## src/rtl/mem_arbiter.sv

```systemverilog
// Shares one multi-cycle memory between the I-cache and D-cache refill FSMs.
// Ownership is granted for a whole burst and held until every read it issued has returned.
module mem_arbiter #(
  parameter int MEM_LAT = 4
) (
  input  logic        clk,
  input  logic        rst,
  input  logic        ic_read_req,
  input  logic [15:0] ic_addr,
  output logic        ic_pause,
  output logic        ic_data_vld,
  output logic [15:0] ic_data,
  input  logic        dc_read_req,
  input  logic        dc_wrt,
  input  logic [15:0] dc_addr,
  input  logic [15:0] dc_wdata,
  output logic        dc_pause,
  output logic        dc_data_vld,
  output logic [15:0] dc_data,
  output logic        mem_en,
  output logic        mem_wr,
  output logic [15:0] mem_addr,
  output logic [15:0] mem_wdata,
  input  logic [15:0] mem_data_in,
  input  logic        mem_data_valid
);

  // The 3-bit outstanding counter cannot track more than 7 reads in flight.
  if ((MEM_LAT < 1) || (MEM_LAT > 7)) begin : g_bad_lat
    $error("mem_arbiter: MEM_LAT must be within 1..7");
  end

  localparam logic [1:0] S_IDLE   = 2'd0;
  localparam logic [1:0] S_IC_OWN = 2'd1;
  localparam logic [1:0] S_DC_OWN = 2'd2;
  localparam logic [1:0] S_DRAIN  = 2'd3;

  localparam logic [1:0] OWN_NONE = 2'd0;
  localparam logic [1:0] OWN_IC   = 2'd1;
  localparam logic [1:0] OWN_DC   = 2'd2;

  logic [1:0] state_q, state_d;
  logic [1:0] owner_q, owner_d;
  logic [2:0] out_cnt_q, out_cnt_d;

  logic dc_req;
  logic rd_issue;
  logic rd_ret;

  assign dc_req = dc_read_req | dc_wrt;

  always_comb begin
    mem_en    = 1'b0;
    mem_wr    = 1'b0;
    mem_addr  = 16'h0000;
    mem_wdata = 16'h0000;
    ic_pause  = ic_read_req;
    dc_pause  = dc_req;
    case (state_q)
      S_IC_OWN: begin
        mem_en   = ic_read_req;
        mem_addr = ic_addr;
        ic_pause = 1'b0;
      end
      S_DC_OWN: begin
        mem_en    = dc_req;
        mem_wr    = dc_wrt;
        mem_addr  = dc_addr;
        mem_wdata = dc_wdata;
        dc_pause  = 1'b0;
      end
      default: ;
    endcase
  end

  // A return with nothing outstanding is stale (e.g. issued before a reset) and is dropped.
  assign rd_issue = mem_en & ~mem_wr;
  assign rd_ret   = mem_data_valid & (out_cnt_q != 3'd0);

  assign ic_data_vld = rd_ret & (owner_q == OWN_IC);
  assign dc_data_vld = rd_ret & (owner_q == OWN_DC);
  assign ic_data     = mem_data_in;
  assign dc_data     = mem_data_in;

  always_comb begin
    out_cnt_d = out_cnt_q;
    if (rd_issue && !rd_ret) begin
      out_cnt_d = out_cnt_q + 3'd1;
    end else if (!rd_issue && rd_ret) begin
      out_cnt_d = out_cnt_q - 3'd1;
    end
  end

  always_comb begin
    state_d = state_q;
    owner_d = owner_q;
    case (state_q)
      S_IDLE: begin
        if (dc_req) begin
          state_d = S_DC_OWN;
          owner_d = OWN_DC;
        end else if (ic_read_req) begin
          state_d = S_IC_OWN;
          owner_d = OWN_IC;
        end
      end
      S_IC_OWN: begin
        if (!ic_read_req) begin
          state_d = (out_cnt_d == 3'd0) ? S_IDLE : S_DRAIN;
        end
      end
      S_DC_OWN: begin
        if (!dc_req) begin
          state_d = (out_cnt_d == 3'd0) ? S_IDLE : S_DRAIN;
        end
      end
      S_DRAIN: begin
        if (out_cnt_d == 3'd0) begin
          state_d = S_IDLE;
        end
      end
      default: state_d = S_IDLE;
    endcase
    if (state_d == S_IDLE) begin
      owner_d = OWN_NONE;
    end
  end

  always_ff @(posedge clk) begin
    if (rst) begin
      state_q   <= S_IDLE;
      owner_q   <= OWN_NONE;
      out_cnt_q <= 3'd0;
    end else begin
      state_q   <= state_d;
      owner_q   <= owner_d;
      out_cnt_q <= out_cnt_d;
    end
  end

endmodule
```

## config.mk

```make
export PLATFORM = sky130hd
export DESIGN_NAME = mem_arbiter
export DESIGN_NICKNAME = d
export VERILOG_FILES = /design/src/rtl/mem_arbiter.sv
export SDC_FILE = /design/constraint.sdc
export NUM_CORES = 1
export LEC_CHECK = 0
export BUFFER_PORTS_ARGS = -buffer_cell sky130_fd_sc_hd__buf_2
export CORE_MARGIN = 2
export CORE_UTILIZATION = 25
export CTS_CLUSTER_DIAMETER = 30
export CTS_CLUSTER_SIZE = 20
export DETAILED_ROUTE_END_ITERATION = 12
export MAX_ROUTING_LAYER = met4
export PLACE_DENSITY = 0.7
export SETUP_SLACK_MARGIN = 0.02
export SLEW_MARGIN = 20
export SYNTH_ARGS = -nofsm -noshare
export SYNTH_HDL_FRONTEND = slang
export SYNTH_SLANG_ARGS = --single-unit
```

## constraint.sdc

```tcl
create_clock -name clk -period 2.9 [get_ports clk]
set_input_delay 0.29 -clock clk [delete_from_list [all_inputs] [get_ports clk]]
set_output_delay 0.29 -clock clk [all_outputs]
set_load 0.005 [all_outputs]
```

==> impl_metrics.csv <==
group,metric,value,unit
logic_synthesis,synth_top_area_share,18.6,%
placement,pre_cts_ws,0.0833,ns
routing,avgRoutedWirePerCell,11.8,um
placement,gp_congestion,0.808,
logic_synthesis,synth_seq_cells,7,
logic_synthesis,ys_types,37,
die,dieHeight,76.0,um
routing,ant_nets,0,
die,core_area,5040,um2
critical_path,crit_slowest_cell,"o41ai_2",
timing,setup_viol_count_final,0,
routing,route.top_layer_used,"met4",
clock_tree,path_clk_slew,0.04,ns
clock_tree,ctsHoldBuffers,0,
timing,whs,0.291,ns
logic_synthesis,seq_area_frac_synth,10.8,%
placement,place_hpwl,2880,um
power,powerDensity,836,nW/um2
critical_path,startpoint_type,"register",
power,p_total,1.40,mW
timing,worst_pin_slew,0.466,ns
critical_path,crit_path_end_kind,"register",
clock_tree,ctsResizeCount,0,
critical_path,critPathMaxStageDelay,0.40,ns
logic_synthesis,syn_area,1290,um2
clock_tree,h-tree-depth,1,
global_route,grt_overflow,0,
die,dieArea,5770,um2
logic_synthesis,yosysWarnings,0,
timing,fin_worst_skew,0.00118,ns
die,pin_count,140,
min_path,min_path_cells,2,
die,rows,26,
clock_tree,cts_tree,"done",
logic_synthesis,netlist_instances,171,
clock_tree,cts_buffers,3,
global_route,antenna_found_initial,0,
flow_run,maxCapViolCount,0,
logic_synthesis,avgSynthCellArea,7.57,um2
layout,design_area,1680,um2
timing,timing.final.max_slew_violations,0,
routing,route.met3.wl,269,um
timing,final.setup.tns,0,ns
critical_path,cp_top_family,"compound AO/OA/AOI/OAI gates",
global_route,grt_usage,12.5,%
clock_tree,cts.sinks,7,
clock_tree,clock_latency,0.23,ns
timing,rsz0062_at_grt,"no",
clock_tree,root_buffer,"clkbuf_8",
layout,syn_to_final_growth,29.6,%
layout,final_layout_size_suffix_gt1_share,50.0,%
global_route,grt_pass1_wl,5860,um
critical_path,cp.depth,9,
placement,placed_area,1610,um2
critical_path,critPathMaxFanout,6,
die,fp.dieW,76.0,um
status,status,"finished, final reports clean",
critical_path,crit_type,"reg2reg",
global_route,grt_pass1_vias,1356,
min_path,min_path_type,"in2reg",
routing,drt-total-wl,3570,um
logic_synthesis,syn-num-nets,249,
timing,min_period,2.67,ns
logic_synthesis,synth_area_leaders,"buf_4 (19%), dfxtp_1 (11%), a22oi_1 (9.9%)",
layout,nets,311,
routing,vias,1384,
critical_path,path_cells,"inv_1, ha_1, a21bo_1, nor2_4, mux2_2, a221oi_4, o22ai_1, o41ai_2, a221oi_1",
power,power.leakage,0.825,nW
routing,drc,0,
routing,wl_met2,1820,um
timing,slew_headroom,68.8,%
timing,max_freq,0.374,GHz
critical_path,cp.required,2.99,ns
clock_tree,cts_buffer_depth,2,
logic_synthesis,yosys.area.top_type,"buf_4",
placement,portBuffers,91,
layout,antenna_cells,0,
routing,drt_iter0_drc,67,
timing,period_share,92.2,%
global_route,grt_max_degree,23,
power,ir_worst_vdd,0.000219,V
critical_path,worst_r2r_path_depth,9,
critical_path,worstPathBufferInverterCount,1,
timing,hold_violations,0,
die,initial_core_util,25.7,%
routing,wl_met1,1400,um
routing,first_pass_iters,4,
routing,vias_per_cell,4.58,
critical_path,critPathArrivalTime,2.77,ns
clock_tree,cts_setup_buffers,0,
timing,worst_slack,0.227,ns
registers in the layout, summed over array words and instances (netlist names):
register	count
state_q	2
owner_q	2
out_cnt_q	3
worst reg2reg max path, stage by stage, from the launching register on:
cell	delay, ns
dfxtp_2	0.36
inv_1	0.10
ha_1	0.30
a21bo_1	0.26
nor2_4	0.13
mux2_2	0.37
a221oi_4	0.32
o22ai_1	0.16
o41ai_2	0.40
a221oi_1	0.13
metrics by stage:
stage | utilization (%) | std cells
global placement | 32.0 | 298
floorplan | - | 171
finish | 33.3 | 302
global route | 33.3 | 302
detailed placement | 32.0 | 298
CTS | 32.9 | 302
where the power goes:
part / total (mW) / internal, mW / leakage [nW] / switching, mW
clock network: 0.141 / 0.0953 / 0.0228 / 0.0452
registers: 0.177 / 0.137 / 0.0582 / 0.0396
logic: 1.09 / 0.526 / 0.745 / 0.560
total: 1.40 / 0.758 / 0.825 / 0.645
cells in the mapped netlist:
| master | number |
|---|---|
| o22ai_1 | 2 |
| nand4_1 | 1 |
| a32oi_2 | 1 |
| nor3b_1 | 2 |
| nand2_1 | 9 |
| nand3_1 | 1 |
| a22oi_4 | 1 |
| o21ai_0 | 5 |
| a221oi_1 | 1 |
| inv_1 | 7 |
| a21boi_1 | 1 |
| a31oi_1 | 1 |
| nor3b_2 | 1 |
| o311a_2 | 1 |
| clkbuf_1 | 6 |
| nor2_1 | 6 |
| maj3_2 | 1 |
| nand2b_1 | 3 |
| a21bo_1 | 1 |
| a22oi_1 | 17 |
| buf_4 | 32 |
| xnor2_1 | 2 |
| a21oi_1 | 7 |
| or2_1 | 1 |
| dfxtp_1 | 7 |
| mux2_2 | 1 |
| or3_4 | 1 |
| buf_1 | 1 |
| a221oi_4 | 1 |
| nor4_1 | 1 |
| nor2b_1 | 19 |
| ha_1 | 8 |
| o41ai_2 | 2 |
| mux2i_1 | 1 |
| buf_2 | 1 |
| and2_1 | 17 |
| clkinv_1 | 1 |
final timing paths:
check,start,end,slack (ns)
worst min-delay path,rst,out_cnt_q[0],0.29
worst max register to register,state_q[1],owner_q[0],0.23
worst max-delay path,state_q[1],owner_q[0],0.23
worst min register to register,owner_q[0],owner_q[0],0.56
cells by family after synthesis:
family                     share of synthesized area, %
AOI/OAI and AO/OA                                  26.3
DFF                                                10.8
muxes                                              1.64
and+or+nand+nor                                    28.0
adders and majority gates                          8.60
buffers and inverters                              23.3
xor gates and xnor gates                           1.35
layout make-up:
type / count / area [um2]
Fill cell: 540 / 3360
Multi-Input combinational cell: 116 / 872
Timing Repair Buffer: 97 / 500
Sequential cell: 7 / 143
Tap cell: 70 / 87.6
Clock buffer: 4 / 45.0
Inverter: 8 / 30.0
cells in the final DEF (no fill, tap or decap), types with 2 or more instances in the layout:
| cell type | count |
|---|---|
| inv_1 | 7 |
| nand2b_1 | 3 |
| xnor2_1 | 2 |
| nor2b_1 | 18 |
| o21ai_0 | 4 |
| clkbuf_8 | 3 |
| nor3b_1 | 2 |
| and2_1 | 17 |
| nand2_1 | 9 |
| nor2_1 | 5 |
| o41ai_2 | 2 |
| a21oi_1 | 7 |
| o22ai_1 | 2 |
| dfxtp_1 | 5 |
| a22oi_1 | 17 |
| buf_4 | 6 |
| ha_1 | 7 |
| buf_2 | 91 |
| dfxtp_2 | 2 |
routing by layer:
layer	track usage (%)	up-vias
met5	-	-
met4	6.55	0
met2	22.8	64
met1	12.5	635
li1	-	677
met3	2.96	8
No activity file was read; power rests on OpenSTA's default activity.
